$ cat src/rtl/cic_rate_ctrl.sv
// Rate and flush controller for a CIC interpolator: generates input/output strobes,
// buffers upstream samples in a 2-entry FIFO and counts starved input strobes.
module cic_rate_ctrl #(
    parameter int ISZ       = 16,
    parameter int DIV_W     = 16,
    parameter int RAT_W     = 8,
    parameter int FLUSH_CYC = 4
) (
    input  logic                  clk,
    input  logic                  reset,
    input  logic                  enable,
    input  logic [DIV_W-1:0]      cfg_div,
    input  logic [RAT_W-1:0]      cfg_ratio,
    input  logic                  cfg_load,
    input  logic signed [ISZ-1:0] s_data,
    input  logic                  s_valid,
    output logic                  s_ready,
    output logic signed [ISZ-1:0] cic_in,
    output logic                  cic_in_rate,
    output logic                  cic_out_rate,
    output logic                  cic_reset,
    output logic [15:0]           underrun_cnt,
    output logic                  busy
);
    localparam int FC_W = $clog2(FLUSH_CYC + 1);

    typedef enum logic [1:0] {IDLE, FLUSH, RUN} state_t;

    state_t            state, state_nxt;
    logic [FC_W-1:0]   flush_cnt;
    logic [DIV_W-1:0]  div_lat, div_cnt;
    logic [RAT_W-1:0]  rat_lat, phase;
    logic signed [ISZ-1:0] mem [2];
    logic              wr_ptr, rd_ptr;
    logic [1:0]        count, count_nxt;
    logic              wrap, in_stb, push, pop;

    function automatic logic [15:0] sat_inc(input logic [15:0] v);
        return (v == 16'hFFFF) ? v : v + 16'd1;
    endfunction

    always_ff @(posedge clk) begin
        if (reset) state <= IDLE;
        else       state <= state_nxt;
    end

    // enable=0 wins over everything, including a pending cfg_load
    always_comb begin
        state_nxt = state;
        if (!enable) begin
            state_nxt = IDLE;
        end else begin
            case (state)
                IDLE:    state_nxt = FLUSH;
                FLUSH:   if (!cfg_load && flush_cnt == FC_W'(FLUSH_CYC - 1)) state_nxt = RUN;
                RUN:     if (cfg_load) state_nxt = FLUSH;
                default: state_nxt = IDLE;
            endcase
        end
    end

    assign wrap   = (state == RUN) && (state_nxt == RUN) && (div_cnt == div_lat);
    assign in_stb = wrap && (phase == '0);
    assign push   = s_valid && s_ready && (state == RUN);
    assign pop    = in_stb && (count != 2'd0);

    always_comb begin
        count_nxt = count;
        if (state_nxt != RUN) count_nxt = 2'd0;
        else if (push && !pop) count_nxt = count + 2'd1;
        else if (pop && !push) count_nxt = count - 2'd1;
    end

    // control: flush timer, latched config, divider, phase, FIFO pointers
    always_ff @(posedge clk) begin
        if (reset) begin
            flush_cnt <= '0;
            div_lat   <= '0;
            rat_lat   <= '0;
            div_cnt   <= '0;
            phase     <= '0;
            wr_ptr    <= 1'b0;
            rd_ptr    <= 1'b0;
            count     <= 2'd0;
        end else begin
            if (cfg_load || (state == IDLE && enable)) begin
                div_lat <= cfg_div;
                rat_lat <= cfg_ratio;
            end
            if (state_nxt == FLUSH && (state != FLUSH || cfg_load)) flush_cnt <= '0;
            else if (state == FLUSH)                                flush_cnt <= flush_cnt + 1'b1;
            if (state != RUN || state_nxt != RUN) begin
                div_cnt <= '0;
                phase   <= '0;
            end else begin
                div_cnt <= wrap ? '0 : div_cnt + 1'b1;
                if (wrap) phase <= (phase == rat_lat) ? '0 : phase + 1'b1;
            end
            if (state_nxt != RUN) begin
                wr_ptr <= 1'b0;
                rd_ptr <= 1'b0;
            end else begin
                if (push) wr_ptr <= ~wr_ptr;
                if (pop)  rd_ptr <= ~rd_ptr;
            end
            count <= count_nxt;
        end
    end

    always_ff @(posedge clk) begin
        if (push) mem[wr_ptr] <= s_data;
    end

    // registered outputs, aligned with the state being entered
    always_ff @(posedge clk) begin
        if (reset) begin
            cic_reset    <= 1'b1;
            busy         <= 1'b0;
            s_ready      <= 1'b0;
            cic_out_rate <= 1'b0;
            cic_in_rate  <= 1'b0;
            cic_in       <= '0;
            underrun_cnt <= 16'd0;
        end else begin
            cic_reset    <= (state_nxt != RUN);
            busy         <= (state_nxt == RUN);
            s_ready      <= (state_nxt == RUN) && (count_nxt != 2'd2);
            cic_out_rate <= wrap;
            cic_in_rate  <= in_stb;
            if (in_stb) begin
                cic_in <= pop ? mem[rd_ptr] : '0;
                if (!pop) underrun_cnt <= sat_inc(underrun_cnt);
            end
        end
    end
endmodule
$ cat config.mk
export PLATFORM = sky130hd
export DESIGN_NAME = cic_rate_ctrl
export DESIGN_NICKNAME = d
export VERILOG_FILES = /design/src/rtl/cic_rate_ctrl.sv
export SDC_FILE = /design/constraint.sdc
export NUM_CORES = 1
export LEC_CHECK = 0
export ABC_AREA = 1
export CELL_PAD_IN_SITES_DETAIL_PLACEMENT = 1
export CELL_PAD_IN_SITES_GLOBAL_PLACEMENT = 1
export CORE_UTILIZATION = 35
export CTS_BUF_LIST = sky130_fd_sc_hd__clkbuf_8
export DETAILED_ROUTE_END_ITERATION = 12
export DONT_BUFFER_PORTS = 1
export HOLD_SLACK_MARGIN = 0.03
export PLACE_DENSITY_LB_ADDON = 0.25
export REMOVE_ABC_BUFFERS = 1
export SYNTH_ARGS = -nofsm -noshare
export SYNTH_HDL_FRONTEND = slang
export SYNTH_SLANG_ARGS = --single-unit
$ cat constraint.sdc
create_clock -name clk -period 2.5 [get_ports clk]
set_clock_uncertainty 0.05 [all_clocks]
set_input_delay 0.375 -clock clk [delete_from_list [all_inputs] [get_ports clk]]
set_output_delay 0.375 -clock clk [all_outputs]
set_load 0.01 [all_outputs]
==> flow_summary_export.csv <==
group,metric,value,unit
run_status,outcome,"finished clean",
drt,detail-route-antenna-nets,0,
power_and_ir_drop,power_switching,0.00104,W
global_routing,grt_pass1_wl,22700,µm
job,drv_cap,0,
timing,tightest_slew,0.792,ns
worst_setup_path,startpoint_type,"register",
power_and_ir_drop,pwr-share-comb,4.8,%
drt,wl_per_cell,14.7,µm
timing,rsz0062_at_grt,"no",
logic_synthesis,ys.flop_type,"dfxtp_1",
logic_synthesis,postSynthAreaPerCell,8.15,µm²
timing,setup_viol,0,
logic_synthesis,seq_area_frac_synth,51.0,%
worst_setup_path,arrival,2.45,ns
logic_synthesis,yosys.area.top_type_share,33.9,%
global_routing,grt_usage,17.8,%
floorplanning,io_pins,82,
logic_synthesis,synthTopCellsByCount,"171 x nand2_1, 95 x dfxtp_1, 82 x inv_1, 68 x nor2_1, 60 x a21oi_1",
power_and_ir_drop,power_density,626,nW/µm²
clock_tree,clk_latency,0.44,ns
floorplanning,start_util,36.4,%
global_routing,grt_pass1_vias,4700,
logic_synthesis,syn_area,5610,µm²
hold_path,hold_path_class,"primary input to register",
placement,placed_cell_area,5900,µm²
final_layout,finalNetCount,771,
worst_setup_path,crit_type,"register to register",
hold_path,hold_path_depth,2,
clock_tree,cts_made_buffers,17,
logic_synthesis,yosysMostFrequentCell,"nand2_1",
power_and_ir_drop,irDropWorstVdd,0.347,mV
logic_synthesis,synthTopCellsByArea,"dfxtp_1 34%, edfxtp_1 17%, nand2_1 11%, inv_1 5.5%, a21oi_1 5.3%",
final_layout,area_delta_synth_final,15.2,%
logic_synthesis,synth_edf_count,32,
clock_tree,clockRootBuffer,"clkbuf_8",
power_and_ir_drop,total_power,0.00404,W
worst_setup_path,slowest_stage,"dfxtp_1",
drt,via_count,4545,
drt,drt_iter0_markers,146,
global_routing,gr-total-overflow,0,
timing,slew_violations,0,
logic_synthesis,synthCells,689,
worst_setup_path,cp-end-kind,"register",
clock_tree,cts_htree_levels,4,
clock_tree,cts.path.max_buffers,2,
logic_synthesis,yosys_warnings,0,
power_and_ir_drop,leakagePower,2.47,nW
power_and_ir_drop,swShare,25.6,%
drt,drc_errors,0,
timing,worst_slack,0.299,ns
clock_tree,post_cts_resized,0,
drt,drt-vias-per-instance,4.82,
global_routing,grt_max_degree,30,
worst_setup_path,crit_chain,"ha_1 > nand3_1 > nor2_1 > nand2_1 > nor2_1 > inv_1 > nor3_1 > nand3_1 > o21ai_0 > a21oi_1",
placement,dp_hpwl,9820,µm
timing,final.setup.tns,0,ns
timing,maxSlewHeadroom,47.1,%
worst_setup_path,crit_required,2.75,ns
placement,dpl_worst_slack,0.309,ns
logic_synthesis,yosysTopAreaCell,"dfxtp_1",
logic_synthesis,synth_seq_cells,127,
worst_setup_path,r2r_cells,10,
worst_setup_path,slowest_delay,0.48,ns
floorplanning,die_h,129,µm
clock_tree,cts_sinks,127,
timing,hold_viol,0,
floorplanning,rows,45,
power_and_ir_drop,p_clk_share,42.0,%
floorplanning,die_w,129,µm
final_layout,diodes,0,
floorplanning,core_area,15400,µm²
logic_synthesis,synth-async-reset-ratio,0,%
timing,clock.fmax,454,MHz
placement,buffer_ports.inserted,0,
drt,wl,13900,µm
timing,fin_crit,2.20,ns
clock_tree,cts_tree,"built",
drt,first_pass_iters,4,
power_and_ir_drop,p_int,0.00301,W
power_and_ir_drop,sequentialPowerShare,53.2,%
worst_setup_path,cp_max_fo,7,
floorplanning,die-area,16500,µm²
placement,place_congestion,0.799,
global_routing,antenna_found_initial,0,
timing,finalCritPeriodShare,88.0,%
clock_tree,cts.clk_slew.worst_paths,0.08,ns
logic_synthesis,yosysUniqueCellTypes,37,
final_layout,drive_above_1_share,10.9,%
final_layout,final_cell_area,6470,µm²
-- per-stage QoR --
| stage | utilization (%) | hold WS, ns | std cells |
|---|---|---|---|
| 2_1_floorplan | - | 0.375 | 674 |
| 3_3_place_gp | 38.3 | 0.386 | 893 |
| 3_5_place_dp | 38.3 | 0.398 | 893 |
| 4_1_cts | 41.9 | 0.0353 | 943 |
| 5_1_grt | 41.9 | 0.0744 | 943 |
| 6_report | 41.9 | 0.0605 | 943 |
-- state kept, by name, summed over array words and instances (netlist names), 2 cells and up, named ones only --
register      count
cic_in           16
state             2
flush_cnt         3
div_lat          16
mem              32
div_cnt          16
rat_lat           8
phase             8
count             2
underrun_cnt     16
-- what timing repair did --
item                      CTS  global route
setup buffers               0             0
hold endpoints to repair   61             0
hold buffers               18             0
-- area by class of cell --
cell class	count	area [µm²]
timing repair buffer	26	263
multi-input combinational	457	2360
clock inverter	15	138
clock buffer	17	234
tap	211	264
fill	1919	8960
sequential	127	2860
inverter	90	349
-- worst max-delay path: cells and delay by family (launching register included) --
family	cells	cell delay (ns)
AO/OA/AOI/OAI	2	0.28
adder cells (fa/ha/maj)	1	0.25
buffers and inverters	1	0.07
flip-flops	1	0.48
AND/OR/NAND/NOR	6	0.93
-- metal layers --
layer | up-vias | share of wire, % | global-route usage [%]
met3 | 16 | 4.8 | 4.66
met2 | 83 | 49 | 31.4
met4 | 0 | 1.3 | 6.57
met5 | - | 0 | 0
li1 | 2281 | - | -
met1 | 2165 | 45 | 20.9
-- path summary, 6_finish.rpt --
| kind | start | end | slack [ns] |
|---|---|---|---|
| max | div_cnt[0] | div_cnt[14] | 0.30 |
| min | cfg_ratio[5] | rat_lat[5] | 0.06 |
| max reg2reg | div_cnt[0] | div_cnt[14] | 0.30 |
| min reg2reg | div_lat[8] | div_lat[8] | 0.42 |
-- power groups by stage --
stage | clock network, W | logic, W | registers (W)
finish | 0.00170 | 0.000193 | 0.00215
global route | 0.00185 | 0.000222 | 0.00216
CTS | 0.00176 | 0.000196 | 0.00215
detailed placement | 0 | 0.000156 | 0.00220
global placement | 0 | 0.000148 | 0.00220
floorplan | 0 | 0.000112 | 0.00220
-- logic make-up after synthesis --
family	after synthesis	synth area share [%]
compound gates	101	9.27
xor+xnor	28	4.37
fa+ha+maj	7	1.56
buf+inv	105	7.29
flops	127	51.0
mux	16	3.21
simple gates	305	23.3
-- cell usage in the layout, fill, tap and decap left out, drive strengths merged --
master         n
bufinv         1
or2            2
nor4           7
nor2          72
and3           1
xor2          19
ha             7
buf            9
nor3          17
nor3b          3
clkinv        10
nand4          8
o2bb2ai        1
nand3         19
dlygate4sd3   17
clkinvlp       2
mux2          16
a211oi         1
inv           92
o21ai         35
xnor2          9
edfxtp        32
o31ai          1
a21oi         61
nand2        176
dfxtp         95
a31oi          2
clkbuf        17
No activity file was read; power rests on OpenSTA's default activity.
